### src/rtl/serial_addsub_seq.sv
// -----------------------------------------------------------------------------
// serial_addsub_seq
//   Bit-serial add/subtract sequencer. It drives one shared, purely
//   combinational 1-bit full-adder cell and produces a WIDTH-bit result,
//   LSB first, one bit per clock.
//
//   Ports
//     clk        rising-edge clock
//     reset      synchronous, active-high reset
//     start      request, sampled only while idle
//     op         0 = add, 1 = subtract (a_in - b_in), latched with start
//     a_in,b_in  operands, latched with start
//     busy       high while running and during the done cycle
//     done       one-cycle pulse, result/cout/ovf valid
//     result     sum/difference, held until the next accepted start
//     cout       final carry (subtract: 1 = no borrow)
//     ovf        signed two's-complement overflow
//     cell_a/b/cin  drive the shared full-adder cell
//     cell_s/cout   combinational outputs of the shared cell
// -----------------------------------------------------------------------------
module serial_addsub_seq #(
    parameter int WIDTH = 8,
    parameter int CNT_W = 4
) (
    input  logic             clk,
    input  logic             reset,
    input  logic             start,
    input  logic             op,
    input  logic [WIDTH-1:0] a_in,
    input  logic [WIDTH-1:0] b_in,
    output logic             busy,
    output logic             done,
    output logic [WIDTH-1:0] result,
    output logic             cout,
    output logic             ovf,
    output logic             cell_a,
    output logic             cell_b,
    output logic             cell_cin,
    input  logic             cell_s,
    input  logic             cell_cout
);

    localparam logic [1:0] S_IDLE = 2'd0;
    localparam logic [1:0] S_RUN  = 2'd1;
    localparam logic [1:0] S_DONE = 2'd2;

    localparam logic [CNT_W-1:0] LAST_BIT = CNT_W'(WIDTH - 1);

    logic [1:0]       r_state;
    logic [WIDTH-1:0] r_sa;
    logic [WIDTH-1:0] r_sb;
    logic             r_sop;
    logic             r_carry;
    logic [CNT_W-1:0] r_cnt;
    logic [WIDTH-1:0] r_result;
    logic             r_cout;
    logic             r_ovf;

    logic             w_run;

    assign w_run = (r_state == S_RUN);

    // Cell inputs come only from registers, so there is no combinational
    // loop through the shared cell. Subtract inverts B and relies on the
    // carry having been preset to 1 (a + ~b + 1).
    assign cell_a   = w_run & r_sa[0];
    assign cell_b   = w_run & (r_sb[0] ^ r_sop);
    assign cell_cin = w_run & r_carry;

    assign busy   = (r_state != S_IDLE);
    assign done   = (r_state == S_DONE);
    assign result = r_result;
    assign cout   = r_cout;
    assign ovf    = r_ovf;

    always_ff @(posedge clk) begin
        if (reset) begin
            r_state  <= S_IDLE;
            r_sa     <= '0;
            r_sb     <= '0;
            r_sop    <= 1'b0;
            r_carry  <= 1'b0;
            r_cnt    <= '0;
            r_result <= '0;
            r_cout   <= 1'b0;
            r_ovf    <= 1'b0;
        end else begin
            case (r_state)
                S_IDLE: begin
                    if (start) begin
                        r_sa    <= a_in;
                        r_sb    <= b_in;
                        r_sop   <= op;
                        r_carry <= op;
                        r_cnt   <= '0;
                        r_state <= S_RUN;
                    end
                end
                S_RUN: begin
                    // Sum bits enter at the MSB; after WIDTH shifts the
                    // first (LSB) bit has reached bit 0.
                    r_result <= {cell_s, r_result[WIDTH-1:1]};
                    r_sa     <= {1'b0, r_sa[WIDTH-1:1]};
                    r_sb     <= {1'b0, r_sb[WIDTH-1:1]};
                    r_carry  <= cell_cout;
                    r_cnt    <= r_cnt + 1'b1;
                    if (r_cnt == LAST_BIT) begin
                        r_cout  <= cell_cout;
                        // carry into MSB xor carry out of MSB
                        r_ovf   <= r_carry ^ cell_cout;
                        r_state <= S_DONE;
                    end
                end
                S_DONE: begin
                    r_state <= S_IDLE;
                end
                default: begin
                    r_state <= S_IDLE;
                end
            endcase
        end
    end

endmodule
### config.mk
export PLATFORM = sky130hd
export DESIGN_NAME = serial_addsub_seq
export DESIGN_NICKNAME = d
export VERILOG_FILES = /design/src/rtl/serial_addsub_seq.sv
export SDC_FILE = /design/constraint.sdc
export NUM_CORES = 1
export LEC_CHECK = 0
export ABC_AREA = 1
export ABC_CLOCK_PERIOD_IN_PS = 1150
export CAP_MARGIN = 5
export CORE_ASPECT_RATIO = 1.5
export CORE_UTILIZATION = 48
export DETAILED_ROUTE_END_ITERATION = 8
export PLACE_DENSITY = 0.81
export SYNTH_ARGS = -nofsm -noshare
export SYNTH_HDL_FRONTEND = slang
export SYNTH_SLANG_ARGS = --single-unit
### constraint.sdc
create_clock -name clk -period 1.15 [get_ports clk]
set_input_delay 0.2875 -clock clk [delete_from_list [all_inputs] [get_ports clk]]
set_output_delay 0.2875 -clock clk [all_outputs]
set_load 0.05 [all_outputs]
==> results.cfg <==
[placement]
dp_hpwl_mm = 2.423
io_buffers = 36
gp_congestion = 0.8096
placed_area_um2 = 2086
dp.cells = 290

[run_status]
outcome = complete, but fails checks
violations = setup timing

[critical_path]
cp_cell_sequence = xnor2_2, nor2_4, buf_12
worstSetupEndpointType = primary output
critPathMaxStageDelay_ns = 0.34
cp_top_family = flip-flops
worstPathMaxFanout = 2
cp.arrival_ns = 1.11
cp_data_required_time_ns = 0.86
crit_slowest_cell = dfxtp_2
cp-start-kind = flop
crit_buf_inv = 1
worstSetupPathType = flop to primary output

[timing]
hold_violations = 0
setup_tns_ns = -3.950
holdWs_ns = 0.4971
fin_crit_ns = 1.400
fin_skew_ns = 0.005766
setup_viol_count_final = 28
relSlewSlack = 0.8218
maxSlewViolCount = 0
max_clock_freq_mhz = 714.2
timing.final.ws_setup_ns = -0.2502
post-route-period-util = 1.218
worst_slew_pin_slew_ns = 0.2670
rsz0062_at_grt = true

[cts]
htree_num_levels = 2
clkSinkCount = 34
root_buffer = clkbuf_8
clockBufferDepth = 2
clkTransAtPathRegs_ns = 0.07
insertion_delay_ns = 0.29
cts_tree = built
numCtsBuffers = 5

[routing]
wl_met3_um = 362
vias = 1767
vias_per_cell = 5.756
wl_met1_mm = 1.972
drt-initial-drc-count = 84
firstDrtPassIters = 4
met2_length_mm = 2.835
maxUsedRoutingLayer = met4
ant_nets = 0
totalWireLength_mm = 5.512
route.detailed.drc = 0
avgRoutedWirePerCell_um = 17.95

[min_path]
holdCritPathClass = flop to flop

[floorplan]
coreArea_um2 = 2913
die_w_um = 47.27
rows = 24
fp.dieH_um = 69.90
initial_core_util = 0.5064
ioPinCount = 37
die_area_um2 = 3304

[global_routing]
antenna_found_initial = 0
first_global_vias = 1465
grt_util_all_layers = 0.2660
grt_max_degree = 29
grt_first_pass_wirelength_mm = 6.389
grt_overflow = 0

[power]
p_per_area_nw_per_um2 = 1204
ir_worst_vdd_uv = 1027
leakagePower_uw = 0.001095

[logic_synthesis]
syn_inst = 215
yosysMostFrequentCell = nand2_1
synth.area.top_cells = dfxtp_1 (46%), nand2_1 (16%), nor2_1 (13%)
synth_area_leader_cell = dfxtp_1
synthDominantCellAreaShare = 0.4614
synthTopCellsByCount = nand2_1 (61), nor2_1 (53), dfxtp_1 (34)
syn_nets = 238
syn_avg_cell_area_um2 = 6.861
syn-cell-area_um2 = 1475
async_reset_ff_frac = 0
yosysSeqAreaShare = 0.4614
yosysWarningCount = 0
ys_types = 19
ys.flop_type = dfxtp_1
synth_edf_count = 0
ys_ff_latch = 34

[layout]
antennaDiodeCount = 0
multi_input_area_um2 = 925.9
utilization = 0.8905
finalNonFillerCells = 307
fin_area_um2 = 2594
layout-drive-gt1-share = 0.4030
num-fill-cells = 123
area_growth_pct = 75.83
final_net_count = 291
register_area_um2 = 699.4

[run]
cap_violations = 0
==> cell type report <==
| type | count | share of cell area |
|---|---|---|
| repair inverters | 1 | 0.004342 |
| repair buffers | 55 | 0.2890 |
| well taps | 39 | 0.01881 |
| flip-flops and latches | 34 | 0.2697 |
| multi-input cells | 160 | 0.3570 |
| clock buffers | 7 | 0.02943 |
| inverters | 11 | 0.03184 |
==> worst min-delay path: stages (launching register included) <==
cell and delay, ns:
dfxtp_1 0.33, nand2_2 0.08, a21oi_2 0.04
==> path summary, 6_finish.rpt <==
path,from,end,slack (ns),depth (start not counted)
setup / recovery,r_sb[0]$_SDFFE_PP0P_,cell_b,-0.25,3
hold / removal,r_cnt[3]$_SDFFE_PP0P_,r_cnt[3]$_SDFFE_PP0P_,0.50,2
setup reg to reg,r_state[1]$_SDFFE_PP0P_,r_sb[6]$_SDFFE_PP0P_,-0.19,8
hold reg to reg,r_cnt[3]$_SDFFE_PP0P_,r_cnt[3]$_SDFFE_PP0P_,0.50,2
==> kinds of logic (layout without fill, tap and decap cells) <==
logic type,after synthesis,in the layout,share of synthesized area
AND/OR/NAND/NOR,123,123,0.3266
AO/OA/AOI/OAI,34,34,0.1179
flip-flops,34,34,0.4614
buffers and inverters,21,74,0.07378
XOR/XNOR,2,2,0.01188
adder cells (fa/ha/maj),1,1,0.008480
==> layer usage <==
metal | vias to the layer above | track usage
met1 | 846 | 0.3102
li1 | 779 | -
met3 | 37 | 0.07752
met2 | 105 | 0.4216
met5 | - | 0
met4 | 0 | 0.1302
==> what timing repair did <==
item,in CTS,in global routing
hold buffers,0,0
buffers inserted,5,3
resized for setup,37,79
pin swaps,8,15
setup endpoints to repair,21,39
gates cloned,0,2
==> where the power goes <==
part	switching [uW]	total, uW	internal (uW)	leakage [uW]
Sequential	89.6	1360	1270	0.000285
Clock	420	837	417	0.0000383
Combinational	500	925	424	0.000772
==> per-stage QoR <==
| step | setup slack, ns | power [uW] |
|---|---|---|
| floorplan | -0.05591 | 1725 |
| global placement | -0.2978 | 1997 |
| detailed placement | -0.3587 | 2016 |
| CTS | -0.2137 | 2875 |
| global route | -0.3057 | 3223 |
| finish | -0.2502 | 3122 |
==> placed cells by master (no fill, tap or decap), drive strengths merged <==
| cell | synthesis | layout |
|---|---|---|
| a21oi | 8 | 8 |
| and2 | 1 | 1 |
| buf | 9 | 33 |
| clkbuf | 1 | 8 |
| clkdlybuf4s50 | 0 | 20 |
| clkinv | 0 | 1 |
| dfxtp | 34 | 34 |
| dlygate4sd2 | 0 | 1 |
| ha | 1 | 1 |
| inv | 11 | 11 |
| nand2 | 62 | 62 |
| nand3 | 6 | 6 |
| nand4 | 1 | 1 |
| nor2 | 53 | 53 |
| o21ai | 26 | 26 |
| xnor2 | 2 | 2 |
==> registers in the layout (all words and copies together), names as in the netlist <==
register and count:
r_sop 1, r_carry 1, cout 1, r_sb 8
ovf 1, r_state 2, r_cnt 4, r_sa 8
result 8
No activity file was read; power rests on OpenSTA's default activity.
